--- src/rtl/turbo_enc_rsc_pkg.sv ---
// Shared types and constants for the parametrised turbo encoder.
// Generator polynomials are octal, MSB = current tap, LSB = oldest delay.
package turbo_enc_pkg;

  typedef enum logic {
    IDLE = 1'b0,
    ENC  = 1'b1
  } state_t;

  localparam logic [2:0] MASK_R13      = 3'b111;
  localparam logic [2:0] MASK_R12_EVEN = 3'b110;
  localparam logic [2:0] MASK_R12_ODD  = 3'b101;

  localparam logic [2:0] G0 = 3'o7;
  localparam logic [2:0] G1 = 3'o5;

endpackage

--- src/rtl/turbo_enc_rsc_if.sv ---
// Load and beat handshake bundle of the turbo encoder.
// master = block producer / beat consumer, slave = the encoder.
interface turbo_enc_rsc_if #(
  parameter int K = 8
);
  logic         in_valid;
  logic         in_ready;
  logic [K-1:0] in_data;
  logic         in_rate;
  logic         out_valid;
  logic         out_ready;
  logic [2:0]   out_data;
  logic [2:0]   out_mask;
  logic         out_last;
  logic         busy;

  modport master (
    output in_valid, in_data, in_rate, out_ready,
    input  in_ready, out_valid, out_data, out_mask, out_last, busy
  );

  modport slave (
    input  in_valid, in_data, in_rate, out_ready,
    output in_ready, out_valid, out_data, out_mask, out_last, busy
  );
endinterface

--- src/rtl/turbo_enc_rsc_enc.sv ---
// Memory-2 recursive systematic convolutional encoder, state {s1,s0}.
// Parity is combinational from d and state; state advances on step, clears on clr.
module rsc_enc
  import turbo_enc_pkg::*;
(
  input  logic       clk,
  input  logic       rst,
  input  logic       clr,
  input  logic       step,
  input  logic       d,
  output logic       parity,
  output logic [1:0] state
);

  logic [1:0] state_q;
  logic [1:0] state_d;
  logic       fb;

  always_comb begin
    fb      = d ^ (G0[1] & state_q[0]) ^ (G0[0] & state_q[1]);
    parity  = (G1[2] & fb) ^ (G1[1] & state_q[0]) ^ (G1[0] & state_q[1]);
    state_d = state_q;
    if (clr) begin
      state_d = 2'b00;
    end else if (step) begin
      state_d = {state_q[0], fb};
    end
  end

  always_ff @(posedge clk or posedge rst) begin
    if (rst) begin
      state_q <= 2'b00;
    end else begin
      state_q <= state_d;
    end
  end

  assign state = state_q;

endmodule

--- src/rtl/turbo_enc_rsc.sv ---
// Block turbo encoder: one K-bit block per load, one {sys,p1,p2} beat per bit, first beat
// the cycle after load; beats hold under out_ready low, ena low freezes all state.
module turbo_enc_rsc
  import turbo_enc_pkg::*;
#(
  parameter int K   = 8,
  parameter int P   = 3,
  parameter int OFF = 0,
  parameter int CW  = $clog2(K)
) (
  input  logic           clk,
  input  logic           rst,
  input  logic           ena,
  turbo_enc_rsc_if.slave bus
);

  localparam logic [CW-1:0] LAST_IDX = CW'(K - 1);
  localparam logic [CW-1:0] PEN_IDX  = CW'(K - 2);
  localparam logic [CW-1:0] OFF_IDX  = CW'(OFF);
  localparam logic [CW:0]   P_EXT    = (CW + 1)'(P);
  localparam logic [CW:0]   K_EXT    = (CW + 1)'(K);

  state_t        state_q;
  logic [K-1:0]  blk_q;
  logic          rate_q;
  logic [CW-1:0] i_q;
  logic [CW-1:0] j_q;
  logic [CW-1:0] j_d;
  logic [CW:0]   j_sum;
  logic          in_ready_q;
  logic          out_valid_q;
  logic          out_last_q;
  logic          busy_q;
  logic          load;
  logic          fire;
  logic          d1;
  logic          d2;
  logic          p1;
  logic          p2;
  logic [1:0]    enc1_state_unused;
  logic [1:0]    enc2_state_unused;

  assign load = (state_q == IDLE) & bus.in_valid & ena;
  assign fire = out_valid_q & bus.out_ready & ena;

  // Interleaver address walks j = (OFF + n*P) mod K; P < K keeps one subtract sufficient.
  assign j_sum = {1'b0, j_q} + P_EXT;
  assign j_d   = (j_sum >= K_EXT) ? CW'(j_sum - K_EXT) : j_sum[CW-1:0];

  assign d1 = blk_q[i_q];
  assign d2 = blk_q[j_q];

  always_ff @(posedge clk or posedge rst) begin
    if (rst) begin
      state_q     <= IDLE;
      blk_q       <= '0;
      rate_q      <= 1'b0;
      i_q         <= '0;
      j_q         <= OFF_IDX;
      in_ready_q  <= 1'b1;
      out_valid_q <= 1'b0;
      out_last_q  <= 1'b0;
      busy_q      <= 1'b0;
    end else if (ena) begin
      case (state_q)
        IDLE: begin
          if (bus.in_valid) begin
            blk_q       <= bus.in_data;
            rate_q      <= bus.in_rate;
            i_q         <= '0;
            j_q         <= OFF_IDX;
            state_q     <= ENC;
            in_ready_q  <= 1'b0;
            out_valid_q <= 1'b1;
            out_last_q  <= 1'b0;
            busy_q      <= 1'b1;
          end
        end
        ENC: begin
          if (bus.out_ready) begin
            if (i_q == LAST_IDX) begin
              i_q         <= '0;
              j_q         <= OFF_IDX;
              state_q     <= IDLE;
              in_ready_q  <= 1'b1;
              out_valid_q <= 1'b0;
              out_last_q  <= 1'b0;
              busy_q      <= 1'b0;
            end else begin
              i_q        <= i_q + 1'b1;
              j_q        <= j_d;
              out_last_q <= (i_q == PEN_IDX);
            end
          end
        end
        default: state_q <= IDLE;
      endcase
    end
  end

  rsc_enc u_enc1 (
    .clk    (clk),
    .rst    (rst),
    .clr    (load),
    .step   (fire),
    .d      (d1),
    .parity (p1),
    .state  (enc1_state_unused)
  );

  rsc_enc u_enc2 (
    .clk    (clk),
    .rst    (rst),
    .clr    (load),
    .step   (fire),
    .d      (d2),
    .parity (p2),
    .state  (enc2_state_unused)
  );

  assign bus.in_ready  = in_ready_q;
  assign bus.out_valid = out_valid_q;
  assign bus.out_last  = out_last_q;
  assign bus.busy      = busy_q;
  assign bus.out_data  = {d1, p1, p2};

  always_comb begin
    bus.out_mask = 3'b000;
    if (busy_q) begin
      if (!rate_q) begin
        bus.out_mask = MASK_R13;
      end else begin
        bus.out_mask = i_q[0] ? MASK_R12_ODD : MASK_R12_EVEN;
      end
    end
  end

endmodule

--- src/flat_wrapper.sv ---
// flat-port wrapper written by rule: the top's interface ports become plain ports
module turbo_enc_rsc_flat import turbo_enc_pkg::*;
#(
  parameter int K   = 8,
  parameter int P   = 3,
  parameter int OFF = 0,
  parameter int CW  = $clog2(K)
)
  (clk, rst, ena, bus_in_valid, bus_in_data, bus_in_rate, bus_out_ready, bus_in_ready, bus_out_valid, bus_out_data, bus_out_mask, bus_out_last, bus_busy);
  turbo_enc_rsc_if #(.K(K)) bus_i ();
  input  logic clk;
  input  logic rst;
  input  logic ena;
  input wire logic [$bits(bus_i.in_valid)-1:0] bus_in_valid;
  input wire logic [$bits(bus_i.in_data)-1:0] bus_in_data;
  input wire logic [$bits(bus_i.in_rate)-1:0] bus_in_rate;
  input wire logic [$bits(bus_i.out_ready)-1:0] bus_out_ready;
  output wire logic [$bits(bus_i.in_ready)-1:0] bus_in_ready;
  output wire logic [$bits(bus_i.out_valid)-1:0] bus_out_valid;
  output wire logic [$bits(bus_i.out_data)-1:0] bus_out_data;
  output wire logic [$bits(bus_i.out_mask)-1:0] bus_out_mask;
  output wire logic [$bits(bus_i.out_last)-1:0] bus_out_last;
  output wire logic [$bits(bus_i.busy)-1:0] bus_busy;
  assign bus_i.in_valid = bus_in_valid;
  assign bus_i.in_data = bus_in_data;
  assign bus_i.in_rate = bus_in_rate;
  assign bus_i.out_ready = bus_out_ready;
  assign bus_in_ready = bus_i.in_ready;
  assign bus_out_valid = bus_i.out_valid;
  assign bus_out_data = bus_i.out_data;
  assign bus_out_mask = bus_i.out_mask;
  assign bus_out_last = bus_i.out_last;
  assign bus_busy = bus_i.busy;
  turbo_enc_rsc #(.K(K), .P(P), .OFF(OFF), .CW(CW)) u_core (.clk(clk), .rst(rst), .ena(ena), .bus(bus_i));
endmodule
--- config.mk ---
export PLATFORM = sky130hd
export DESIGN_NAME = turbo_enc_rsc_flat
export DESIGN_NICKNAME = d
export VERILOG_FILES = /design/src/rtl/turbo_enc_rsc_pkg.sv /design/src/rtl/turbo_enc_rsc_if.sv /design/src/rtl/turbo_enc_rsc_enc.sv /design/src/rtl/turbo_enc_rsc.sv /design/src/flat_wrapper.sv
export SDC_FILE = /design/constraint.sdc
export NUM_CORES = 1
export LEC_CHECK = 0
export BUFFER_PORTS_ARGS = -buffer_cell sky130_fd_sc_hd__buf_2
export CORE_MARGIN = 4
export CORE_UTILIZATION = 55
export CTS_CLUSTER_DIAMETER = 40
export DETAILED_ROUTE_END_ITERATION = 12
export PLACE_DENSITY = 0.79
export SYNTH_ARGS = -nofsm -noshare
export SYNTH_HDL_FRONTEND = slang
export SYNTH_SLANG_ARGS = --single-unit
--- constraint.sdc ---
create_clock -name clk -period 3.9 [get_ports clk]
set_clock_uncertainty 0.15 [all_clocks]
set_input_delay 0.39 -clock clk [delete_from_list [all_inputs] [get_ports clk]]
set_output_delay 0.39 -clock clk [all_outputs]
set_load 0.02 [all_outputs]
---- After elaboration in Yosys (flattened, before gate mapping) ----
Cells that the tools add are included.
word-level totals
  output and inout port bits .............. 10
  input port bits ......................... 14
  register bits ........................... 23
  word-level logic and storage cells ...... 70
cells by class
  eq/ne operators ......................... 5
  bitwise operators ....................... 11
  add/subtract/negate cells ............... 3
  magnitude comparators ................... 3
  multiplexer cells ....................... 34
  reduce and logical (&&, ||, !) cells .... 4
operators by type and width
  kind                 number
  $mux 3               8
  $mux 1               13
  $pmux 3 s2           2
  $mux 2               5
  $lt 3x4->1 const B   2
  $pmux 1 s2           4
  $bmux 1 s3           2
  $eq 3x3->1 const B   2
  $ne 2x2->1 const B   3
  $reduce_and 3->1     2
  $xor 1x1->1          6
  $add 3x2->4 const B  1
  $and 1x1->1          4
  $ge 4x4->1 const B   1
  $reduce_and 4->1     1
  $add 3x1->3 const B  1
  $sub 3x1->3 const B  1
  $reduce_bool 2->1    1
  $not 1->1            1

---- Logic depth before layout (Yosys ltp) ----
Gate-level depths: netlist of run 1.
  depth in word-level cells ............... 6
  gate-level depth with buffers ........... 6
  gate-level depth less buffers ........... 5

---- Cells and area by module ----
From an unflattened synthesis of run 1, not the netlist that was laid out.
second synthesis, totals
  cell total of the unflattened synthesis .. 111
  area, all modules ....................... 1,271.2 um^2
by module, submodules not included
  module         seq. area each (um^2)  area an instance (um^2)  instances  cells each
  turbo_enc_rsc  476.7                  1,053.5                  1          89
  rsc_enc        50.0                   108.9                    2          11

---- Worst setup path before layout of run 1 ----
OpenSTA, ideal clock, no wires.
  kind .................................... register to output
  start ................................... register u_core.i_q[0]
  end ..................................... output bus_out_data[1]
  required time ........................... 3.360 ns
  buffers on the path ..................... 1
  setup slack ............................. 1.850 ns
  cell stages (with the launch flop) ...... 5
  arrival time ............................ 1.510 ns
  path through ............................ dfrtp_1 -> mux4_1 -> mux2i_4 -> xnor2_1 -> buf_4
on the way
  word-level cells in the longest chain between the ends .. 5
ends and longest elaborated chain
  what                          RTL line                 text
  from (decl)                   turbo_enc_rsc.sv:26      logic [CW-1:0] i_q;
  from (signal assigned)        turbo_enc_rsc.sv:90      i_q <= i_q + 1'b1;
  $bmux 1 s3                    turbo_enc_rsc.sv:50      assign d1 = blk_q[i_q];
  $mux 1 (implied by the code)  turbo_enc_rsc.sv:50
  $xor 1x1->1 (2 in a row)      turbo_enc_rsc_enc.sv:20  fb = d ^ (G0[1] & state_q[0]) ^ (G0[0] & state_q[1]);
  $xor 1x1->1                   turbo_enc_rsc_enc.sv:21  parity = (G1[2] & fb) ^ (G1[1] & state_q[0]) ^ (G1[0] & state_q[1]);
  to (decl)                     flat_wrapper.sv:20       output wire logic [$bits(bus_i.out_data)-1:0] bus_out_data;
Every way passes these cells. The select of a mux whose other input is x is not followed.

---- Final worst setup path of run 1 ----
Same ends and word-level chain as after synthesis.

==> results of run 1 <==
-- cells in the final DEF (no fill, tap or decap), types with 2 or more instances in the layout --
master	netlist	routed
nand3b_1	2	2
mux2_2	9	9
mux2i_1	3	3
o21ai_0	6	6
nand3_1	3	3
clkbuf_4	0	3
ha_1	4	4
a21oi_1	2	2
a22o_1	2	2
mux4_1	2	2
nand2_1	14	14
xnor2_1	2	2
mux4_2	2	2
inv_1	8	8
a21boi_0	2	2
buf_2	0	23
o31ai_1	2	2
dfrtp_1	22	22
-- metrics by stage --
step	cells	power, mW	area [um2]
global route	158	1.344	1398
floorplan	112	1.040	1289
detailed placement	154	1.140	1371
global placement	154	1.112	1371
CTS	158	1.252	1398
finish	158	1.240	1398
-- per-layer routing --
metal  vias to the layer above  global-route usage [%]  wire (um)
li1                        426                       -          -
met1                       433                   21.25       1020
met2                        25                   26.54       1182
met3                         4                   3.448        137
met4                         0                   8.136         27
met5                         -                       0          0
-- power groups by stage --
stage	registers [mW]	clock network, mW	logic (mW)
after CTS	0.466	0.115	0.671
after global routing	0.487	0.126	0.731
after detailed placement	0.472	0	0.667
after floorplan	0.449	0	0.591
final	0.468	0.110	0.663
after global placement	0.467	0	0.645
-- path summary, 6_finish.rpt --
path	to
worst max-delay path	bus_out_data[1]
worst min-delay path	u_core.j_q[0]$_DFFE_PP0P_
worst max register to register	u_core.u_enc1.state[0]$_DFFE_PP0P_
worst min register to register	u_core.bus.out_last$_DFFE_PP0P_
max in group asynchronous	u_core.j_q[1]$_DFFE_PP0P_
min in group clk	u_core.rate_q$_DFFE_PP0P_
-- sequential cells by signal, indices dropped and copies added (netlist names) --
register              cells
u_core.bus.out_last       1
u_core.rate_q             1
u_core.state_q            1
u_core.j_q                3
u_core.u_enc2.state       2
u_core.i_q                3
u_core.bus.in_ready       1
u_core.blk_q              8
u_core.u_enc1.state       2
u_core.bus.out_valid      1
-- synth_stat cells (all sizes together) (3+ instances only) --
cell type  count
buf            8
inv            8
a22o           3
dfrtp         22
nand3          3
o21ai          6
mux2           9
nand2         14
mux4           4
mux2i          4
ha             4
-- worst reg2reg max path, cell delays in order (launching register included) --
cell	delay, ns
dfrtp_1	0.48
mux4_1	0.63
mux2i_4	0.23
xor2_2	0.17
nor3_1	0.06
a221o_1	0.25
-- kinds of logic after synthesis --
kind of cell | after synthesis | share of synthesized area, %
buffers and inverters | 17 | 7.573
AOI/OAI and AO/OA | 19 | 10.00
xor gates and xnor gates | 4 | 3.302
muxes | 17 | 19.51
DFF | 23 | 44.76
and+or+nand+nor | 28 | 10.97
adders and majority gates | 4 | 3.884
-- area by class of cell --
type | count | share of cell area, %
multi-input cells | 72 | 43.96
flip-flops and latches | 23 | 41.27
repair buffers | 23 | 8.236
well taps | 28 | 2.507
inverters | 8 | 2.149
clock buffers | 4 | 1.880
==> summary.md, run 1 <==
| Metric | Value |
|---|---|
| Outcome | `complete, no violations` |
| Final WL | `2.368 mm` |
| Leakage power | `0.6844 nW` |
| Relative slew slack | `42.46%` |
| Vias in the first global route | `885` |
| Clock-pin slew on the worst setup and hold paths | `0.13 ns` |
| CTS tree | `done` |
| # setup viols final | `0` |
| Tot GR Track Use | `16.57%` |
| Detailed-placement wirelength estimate | `1.813 mm` |
| Clock Tree Root | `clkbuf_4` |
| Full die area | `3182 um2` |
| Crit end category | `output port` |
| Final RePlAce weighted congestion | `0.8051` |
| Syn avg cell area | `11.51 um2` |
| FF-to-FF setup slack | `1.81 ns` |
| IO Port Bufs | `23` |
| RSZ-0062 raised after global routing | `no` |
| Cells along the critical path | `mux4_1 -> mux2i_4 -> xnor2_1 -> buf_2` |
| Clock H-tree levels | `1` |
| Clock share of power | `8.9%` |
| TritonRoute pass-1 iters | `4` |
| Syn nets | `130` |
| Final Slew Violations | `0` |
| DRC | `0` |
| Distinct cell type count after synthesis | `38` |
| Total gr overflow | `0` |
| Switching part of the total | `42.78%` |
| Core Footprint | `2212 um2` |
| Hold Buf Count CTS | `0` |
| Tightest Hold Check Type | `in -> async` |
| Die Ht | `56.41 um` |
| Synth Register Bits | `23` |
| Post-CTS setup buffers | `0` |
| Routed vias | `888` |
| N_diodes | `0` |
| I/O Pins | `24` |
| Fmax | `399.5 MHz` |
| Row count | `17` |
| Die W | `56.41 um` |
| Num CTS Buffers | `3` |
| Net switching power | `0.5307 mW` |
| Post-layout util | `63.18%` |
| Final nets | `149` |
| Largest cells by area after synthesis | `dfrtp_1, mux2_2, mux4_1, nand2_1, ha_1` |
| Initial antenna violation count | `0` |
| Multi-input gate area | `614.3 um2` |
| Main synth FF type | `dfrtp_1` |
| Post-Syn Instances | `112` |
| Maxcap violations | `0` |
| Clock Path Buffers | `2` |
| EDFF count, synth | `0` |
| Worst Tran Pin Value | `0.8621 ns` |
| Average wire per standard cell | `14.99 um` |
| Setup Total Neg Slack | `0 ns` |
| Final count of hold timing violations | `0` |
| Comb pwr share | `53.4%` |
| CP top delay family | `multiplexers` |
| Peak fanout along the critical path | `6` |
| CTS resizes | `0` |
| First-pass GRT wire length | `4.160 mm` |
| Worst slack at placement | `1.750 ns` |
| Pwr dens | `887.6 nW/um2` |
| Synthesized area | `1289 um2` |
| Layout cells sized above 1 | `32.31%` |
| Cell taking the most area after synthesis | `dfrtp_1` |
| Crit Path Category | `reg -> out` |
| Int Pwr | `0.7098 mW` |
| Crit path time final | `2.503 ns` |
| CP Launch Type | `register` |
| Fin Hold WS | `0.08083 ns` |
| Worst skew pair latency | `0.31 ns` |
| Sequential cell area | `576.8 um2` |
| Final WS setup | `1.397 ns` |
| FF-to-FF path depth | `5` |
| WP data required | `3.36 ns` |
| Starting density of the core | `58.26%` |
| CP Depth | `4` |
| Worst IR Drop VDD | `0.0004788 V` |
| Filler Cell Count | `188` |
| Yosys warnings | `0` |
| Critical Path Source | `u_core.i_q[0]$_DFFE_PP0P_` |
| Vias per cell | `5.620` |
| CP max stage delay | `0.63 ns` |
| WP buf/inv | `1` |
| Tcrit/Tclk final | `64.18%` |
| CTS sink count | `23` |
| P&R area growth vs syn | `8.447%` |
| Async SR Flop Fraction | `100.0%` |
| Crit-path slowest cell | `mux4_1` |
| Critical path arrival | `1.96 ns` |
| Reg-to-reg startpoint | `u_core.i_q[0]$_DFFE_PP0P_` |
| Sequential share of power | `37.7%` |
| Sequential share of the synthesized area | `44.76%` |
| Largest net degree at the start of global routing | `24` |
| Routed Antenna Nets | `0` |
| Top-area cell type share of the netlist area | `42.72%` |
| Initial DRC Count | `41` |
Power figures use the tool's default switching activity.
==> inputs of run 2 (changes only) <==
--- a/config.mk
+++ b/config.mk
@@ -7,10 +7,10 @@
 export LEC_CHECK = 0
 export BUFFER_PORTS_ARGS = -buffer_cell sky130_fd_sc_hd__buf_2
 export CORE_MARGIN = 4
-export CORE_UTILIZATION = 55
+export CORE_UTILIZATION = 49
 export CTS_CLUSTER_DIAMETER = 40
 export DETAILED_ROUTE_END_ITERATION = 12
-export PLACE_DENSITY = 0.79
+export PLACE_DENSITY = 0.75
 export SYNTH_ARGS = -nofsm -noshare
 export SYNTH_HDL_FRONTEND = slang
 export SYNTH_SLANG_ARGS = --single-unit
==> constraint.sdc (replaced) <==
create_clock -name clk -period 2.1 [get_ports clk]
set_clock_uncertainty 0.15 [all_clocks]
set_input_delay 0.21 -clock clk [delete_from_list [all_inputs] [get_ports clk]]
set_output_delay 0.21 -clock clk [all_outputs]
set_load 0.02 [all_outputs]
==> run 2 against run 1 <==
Compared with the run above: the flow now finishes with violations (setup timing); register-to-register slack got worse by 1.9 ns; combinational power rose by 140%; core utilization rose by 0.49 points; global-route usage fell by 0.086 points; critical path type is now reg -> reg; largest power group unchanged; highest routed layer unchanged.
==> summary.md, run 2 (synthesis results as in run 1) <==
| Metric | Value |
|---|---|
| I/O Pins | `24 (unchanged)` |
| Layout cells sized above 1 | `36.91% (+4.6 points)` |
| P&R area growth vs syn | `23.50%` |
| Final count of hold timing violations | `0 (unchanged)` |
| Detailed-placement wirelength estimate | `1.869 mm (+3.1%)` |
| Fin Hold WS | `0.09884 ns (+0.01801 ns)` |
| Vias in the first global route | `909 (+2.7%)` |
| Clock Tree Root | `clkbuf_4` |
| Final Slew Violations | `0 (unchanged)` |
| CP Launch Type | `register` |
| Total gr overflow | `0 (unchanged)` |
| Failing checks | `setup timing` |
| Vias per cell | `5.335 (-5.1%)` |
| Max reg flops | `8 (unchanged)` |
| Crit Path Category | `reg -> reg` |
| Clock-pin slew on the worst setup and hold paths | `0.12 ns (about the same)` |
| Clock H-tree levels | `1 (unchanged)` |
| Initial antenna violation count | `0 (unchanged)` |
| Starting density of the core | `51.55% (-6.7 points)` |
| Outcome | `complete, but fails checks` |
| Leakage power | `0.7665 nW (+12%)` |
| Maxcap violations | `0 (unchanged)` |
| Most common cell after layout, fill and taps aside | `dfrtp_1` |
| Worst Tran Pin Value | `0.4573 ns (-0.4048 ns)` |
| IO Port Bufs | `23 (unchanged)` |
| Tcrit/Tclk final | `103.9%` |
| Critical path arrival | `2.24 ns (+0.28 ns)` |
| Crit path time final | `2.182 ns` |
| TritonRoute pass-1 iters | `4 (unchanged)` |
| Final WL | `2.524 mm (+6.6%)` |
| Tot GR Track Use | `16.48% (-0.086 points)` |
| Routed vias | `955 (+7.5%)` |
| Routed Antenna Nets | `0 (unchanged)` |
| Worst skew pair latency | `0.30 ns (about the same)` |
| Die Ht | `59.29 um (+5.1%)` |
| Clock Path Buffers | `2 (unchanged)` |
| Num CTS Buffers | `3 (unchanged)` |
| Most frequent cells in the layout | `dfrtp_1, buf_2, nand2_1, buf_4, dlygate4sd3_1` |
| Core Footprint | `2500 um2 (+13%)` |
| Initial DRC Count | `16 (-61%)` |
| Final WS setup | `-0.08186 ns (-1.479 ns)` |
| Die W | `59.29 um (+5.1%)` |
| N_diodes | `0 (unchanged)` |
| Pwr dens | `1659 nW/um2 (+87%)` |
| Average wire per standard cell | `14.10 um (-5.9%)` |
| Row count | `18 (+1)` |
| Peak fanout along the critical path | `3 (-3)` |
| Setup Total Neg Slack | `-0.1872 ns (-0.1872 ns)` |
| WP data required | `2.15 ns (-1.21 ns)` |
| Largest net degree at the start of global routing | `24 (unchanged)` |
| First-pass GRT wire length | `4.305 mm (+3.5%)` |
| Fmax | `458.3 MHz` |
| CTS sink count | `23 (unchanged)` |
| Filler Cell Count | `200 (+6.4%)` |
| Worst IR Drop VDD | `0.001061 V (+120%)` |
| Final RePlAce weighted congestion | `0.8249 (+2.5%)` |
| DRC | `0 (unchanged)` |
| CTS tree | `done` |
| Final nets | `168 (+13%)` |
| Reg with most FFs | `u_core.blk_q` |
| Full die area | `3515 um2 (+10%)` |
| # setup viols final | `3 (+3)` |
| Top Registers | `u_core.blk_q: 8 flops, u_core.i_q: 3 flops, u_core.j_q: 3 flops` |
| RSZ-0062 raised after global routing | `yes` |
| Relative slew slack | `69.19% (+27 points)` |
| Tightest Hold Check Type | `in -> reg` |
| Crit end category | `register` |
run 2: changes by cell type in the layout (fill, tap and decap cells not counted):
cell	change
mux2i_4	+1
buf_2	-3
xnor2_1	-1
buf_6	+1
buf_4	+11
xnor2_2	+1
dlygate4sd3_1	+10
mux4_2	+2
mux4_1	-2
mux2i_1	-1
run 2: area by class of cell:
cell class	instances	area, um2	share of cell area [%]
inverter	8	30.03	1.887
multi-input combinational	72	626.9	39.39
sequential	23	576.8	36.24
tap	30	37.54	2.358
timing repair buffer	42	294.0	18.47
clock buffer	4	26.28	1.651
run 2: power by group:
| part | total [mW] | switching (mW) | internal (mW) |
|---|---|---|---|
| Clock | 0.203 | 0.129 | 0.0740 |
| Combinational | 1.58 | 0.746 | 0.834 |
| Sequential | 0.857 | 0.200 | 0.657 |
run 2: final timing paths:
check / start / to / slack (ns) / cells after the start
max: u_core.i_q[0]$_DFFE_PP0P_ / u_core.u_enc1.state[0]$_DFFE_PP0P_ / -0.08 / 7
min: ena / u_core.state_q$_DFFE_PP0P_ / 0.1 / 4
max reg2reg: u_core.i_q[0]$_DFFE_PP0P_ / u_core.u_enc1.state[0]$_DFFE_PP0P_ / -0.08 / 7
min reg2reg: u_core.bus.out_last$_DFFE_PP0P_ / u_core.bus.out_last$_DFFE_PP0P_ / 0.35 / 2
max in group asynchronous: rst / u_core.bus.in_ready$_DFFE_PP1P_ / 1.20 / 4
min in group asynchronous: rst / u_core.u_enc2.state[0]$_DFFE_PP0P_ / 0.32 / 4
run 2: what timing repair did:
| action | in CTS | in global routing |
|---|---|---|
| pin swaps | 2 | 1 |
| setup endpoints to repair | 3 | 4 |
| hold buffers | 10 | 0 |
| hold endpoints to repair | 31 | 0 |
| setup buffers | 2 | 2 |
| resized for setup | 5 | 4 |
run 2: routing by layer:
layer	vias up	wire length, um	track usage [%]
li1	462	-	-
met1	469	1136	21.49
met5	-	0	0
met2	20	1268	27.15
met4	0	35	7.767
met3	4	84	1.961
run 2: per-stage QoR:
step / area (um2) / setup slack [ns] / instances / util [%] / power (mW)
detailed placement: 1411 / 0.08673 / 161 / 56.46 / 2.161
floorplan: 1289 / 0.1407 / 112 / - / 1.931
finish: 1592 / -0.08186 / 179 / 63.66 / 2.640
CTS: 1560 / -0.09582 / 177 / 62.41 / 2.536
global route: 1592 / -0.1549 / 179 / 63.66 / 2.838
global placement: 1411 / 0.1796 / 161 / 56.46 / 2.101
run 2: worst max-delay path: stages, from the launching register on:
cell	delay, ns
dfrtp_1	0.44
mux4_2	0.56
mux2i_4	0.22
buf_4	0.15
buf_4	0.10
xor2_2	0.15
nor3_1	0.07
a221o_1	0.26
==> inputs of run 3 (changes only) <==
--- a/config.mk
+++ b/config.mk
@@ -5,12 +5,12 @@
 export SDC_FILE = /design/constraint.sdc
 export NUM_CORES = 1
 export LEC_CHECK = 0
-export BUFFER_PORTS_ARGS = -buffer_cell sky130_fd_sc_hd__buf_2
+export BUFFER_PORTS_ARGS = -buffer_cell sky130_fd_sc_hd__clkbuf_2
 export CORE_MARGIN = 4
 export CORE_UTILIZATION = 49
 export CTS_CLUSTER_DIAMETER = 40
 export DETAILED_ROUTE_END_ITERATION = 12
-export PLACE_DENSITY = 0.75
+export PLACE_DENSITY = 0.74
 export SYNTH_ARGS = -nofsm -noshare
 export SYNTH_HDL_FRONTEND = slang
 export SYNTH_SLANG_ARGS = --single-unit
==> run 3 against run 2 <==
Compared with the run above: register-to-register slack improved by 0.17 ns; via count fell by 0.63%; global-route usage fell by 0.092 points; largest power group unchanged; maximum frequency rose by 2.5%; worst hold slack improved by 0.039 ns; combinational power fell by 3%; die area did not move; final area fell by 0.39%; the run still ends with setup timing left; sequential power rose by 1%; final cell count fell by 0.56%; core utilization fell by 0.25 points; sequential share of layout area rose by 0.22 points.
==> summary.md, run 3 (synthesis results as in run 1) <==
| Metric | Value |
|---|---|
| Outcome | `complete, but fails checks` |
| Failing checks | `setup timing` |
| CP Launch Type | `register` |
| Die W | `59.29 um (unchanged)` |
| Crit path time final | `2.128 ns (-0.05418 ns)` |
| Worst skew pair latency | `0.31 ns (about the same)` |
| Num CTS Buffers | `3 (unchanged)` |
| Post-placement cell area | `1404 um2 (-0.53%)` |
| Fmax | `470.0 MHz (+2.5%)` |
| RSZ-0062 raised after global routing | `yes` |
| Most frequent cells in the layout | `dfrtp_1, clkbuf_2, nand2_1, dlygate4sd3_1, buf_4` |
| Tot GR Track Use | `16.39% (-0.092 points)` |
| Total power | `2.605 mW (-1.3%)` |
| Filler Cell Count | `198 (-1.0%)` |
| Fin area | `1585 um2 (-0.39%)` |
| Total gr overflow | `0 (unchanged)` |
| Setup Total Neg Slack | `-0.03966 ns (+0.1475 ns)` |
| Top Registers | `u_core.blk_q: 8 flops, u_core.i_q: 3 flops, u_core.j_q: 3 flops` |
| Final count of hold timing violations | `0 (unchanged)` |
| # setup viols final | `2 (-1)` |
| P&R area growth vs syn | `23.01%` |
| Final nets | `167 (-0.60%)` |
| Clock Tree Root | `clkbuf_4` |
| IO Port Bufs | `23 (unchanged)` |
| TritonRoute pass-1 iters | `4 (unchanged)` |
| Crit Path Category | `reg -> out` |
| Worst IR Drop VDD | `0.001265 V (+19%)` |
| Starting density of the core | `51.55% (unchanged)` |
| Row count | `18 (unchanged)` |
| Clock-pin slew on the worst setup and hold paths | `0.12 ns (about the same)` |
| Detailed-placement wirelength estimate | `1.807 mm (-3.3%)` |
| Tcrit/Tclk final | `101.3% (-2.6 points)` |
| Crit end category | `output port` |
| Int Pwr | `1.534 mW (-2.0%)` |
| Initial DRC Count | `14 (-2)` |
| Comb pwr share | `59.1% (-0.7 points)` |
| Clock share of power | `7.6% (about the same)` |
| Vias in the first global route | `966 (+6.3%)` |
| CTS sink count | `23 (unchanged)` |
| Final RePlAce weighted congestion | `0.8907 (+8.0%)` |
| Net switching power | `1.072 mW (-0.33%)` |
| Clock Path Buffers | `2 (unchanged)` |
| Routed Antenna Nets | `0 (unchanged)` |
| Largest net degree at the start of global routing | `24 (unchanged)` |
| Tightest Hold Check Type | `in -> reg` |
| Pwr dens | `1643 nW/um2 (-0.94%)` |
| Final WL | `2.491 mm (-1.3%)` |
| Sequential share of power | `33.2% (+0.7 points)` |
| Reg with most FFs | `u_core.blk_q` |
| Vias per cell | `5.331 (about the same)` |
| CTS tree | `done` |
| Core Footprint | `2500 um2 (unchanged)` |
| Die Ht | `59.29 um (unchanged)` |
| Critical path arrival | `1.77 ns (-0.47 ns)` |
| Routed vias | `949 (-0.63%)` |
| Most common cell after layout, fill and taps aside | `dfrtp_1` |
| Final WS setup | `-0.02768 ns (+0.05418 ns)` |
| Max reg flops | `8 (unchanged)` |
| I/O Pins | `24 (unchanged)` |
| Worst Tran Pin Value | `0.3880 ns (-0.06922 ns)` |
| Switching part of the total | `41.13% (+0.41 points)` |
| Leakage power | `0.7579 nW (-1.1%)` |
| WP data required | `1.74 ns (-0.41 ns)` |
| N_diodes | `0 (unchanged)` |
| Full die area | `3515 um2 (unchanged)` |
| Peak fanout along the critical path | `3 (unchanged)` |
| Final Slew Violations | `0 (unchanged)` |
| Average wire per standard cell | `13.99 um (-0.75%)` |
| Initial antenna violation count | `0 (unchanged)` |
| Post-layout util | `63.41% (-0.25 points)` |
| DRC | `0 (unchanged)` |
| First-pass GRT wire length | `4.367 mm (+1.4%)` |
| Relative slew slack | `73.86% (+4.7 points)` |
| Worst slack at placement | `0.05011 ns (-0.03662 ns)` |
| Maxcap violations | `0 (unchanged)` |
| Layout cells sized above 1 | `37.84% (+0.93 points)` |
| Clock H-tree levels | `1 (unchanged)` |
-- run 3: stage by stage --
stage	instances	hold slack, ns
finish	178	0.1379
global route	178	0.1662
CTS	178	0.1280
detailed placement	160	0.09843
global placement	160	0.09628
floorplan	112	0.06118
-- run 3: worst max-delay path: stages (launching register included) --
cell and delay [ns]:
dfrtp_1 0.43, mux4_2 0.56, mux2i_4 0.19, xnor2_1 0.13, buf_4 0.16
-- run 3: worst paths after layout --
path / startpoint / end / slack (ns) / cells past startpoint
worst max-delay path: u_core.j_q[0]$_DFFE_PP0P_ / bus_out_data[0] / -0.03 / 4
worst min-delay path: ena / u_core.state_q$_DFFE_PP0P_ / 0.14 / 4
worst max register to register: u_core.i_q[0]$_DFFE_PP0P_ / u_core.u_enc1.state[0]$_DFFE_PP0P_ / 0.09 / 6
worst min register to register: u_core.bus.out_last$_DFFE_PP0P_ / u_core.bus.out_last$_DFFE_PP0P_ / 0.38 / 2
max in group asynchronous: rst / u_core.bus.in_ready$_DFFE_PP1P_ / 1.23 / 4
min in group asynchronous: rst / u_core.blk_q[6]$_DFFE_PP0P_ / 0.30 / 4
-- run 3: final cells by class --
type,count,area [um2],share of cell area [%]
Multi-Input combinational cell,72,626.9,39.54
Tap cell,30,37.54,2.368
Clock buffer,4,26.28,1.657
Sequential cell,23,578.1,36.46
Inverter,8,30.03,1.894
Timing Repair Buffer,41,286.5,18.07
-- run 3: repair_timing --
item                                    4_1_cts  5_1_grt
setup buffers                                 4        0
endpoints found under the setup margin        3        4
pin swaps                                     2        1
gates resized for setup                       7        7
hold endpoints to repair                     31        0
hold buffers                                 10        0
-- run 3: routing by layer --
layer	up-vias	global-route usage [%]	part of all wire [%]
li1	460	-	-
met2	16	26.52	49
met4	0	4.531	0.88
met1	471	22.19	46
met5	-	0	0
met3	2	3.486	3.5
-- run 3: power by group through the flow --
stage / sequential (mW) / clock, mW / combinational [mW]
global placement: 0.854 / 0 / 1.24
detailed placement: 0.872 / 0 / 1.26
floorplan: 0.834 / 0 / 1.10
finish: 0.866 / 0.199 / 1.54
global route: 0.890 / 0.232 / 1.68
CTS: 0.855 / 0.209 / 1.48
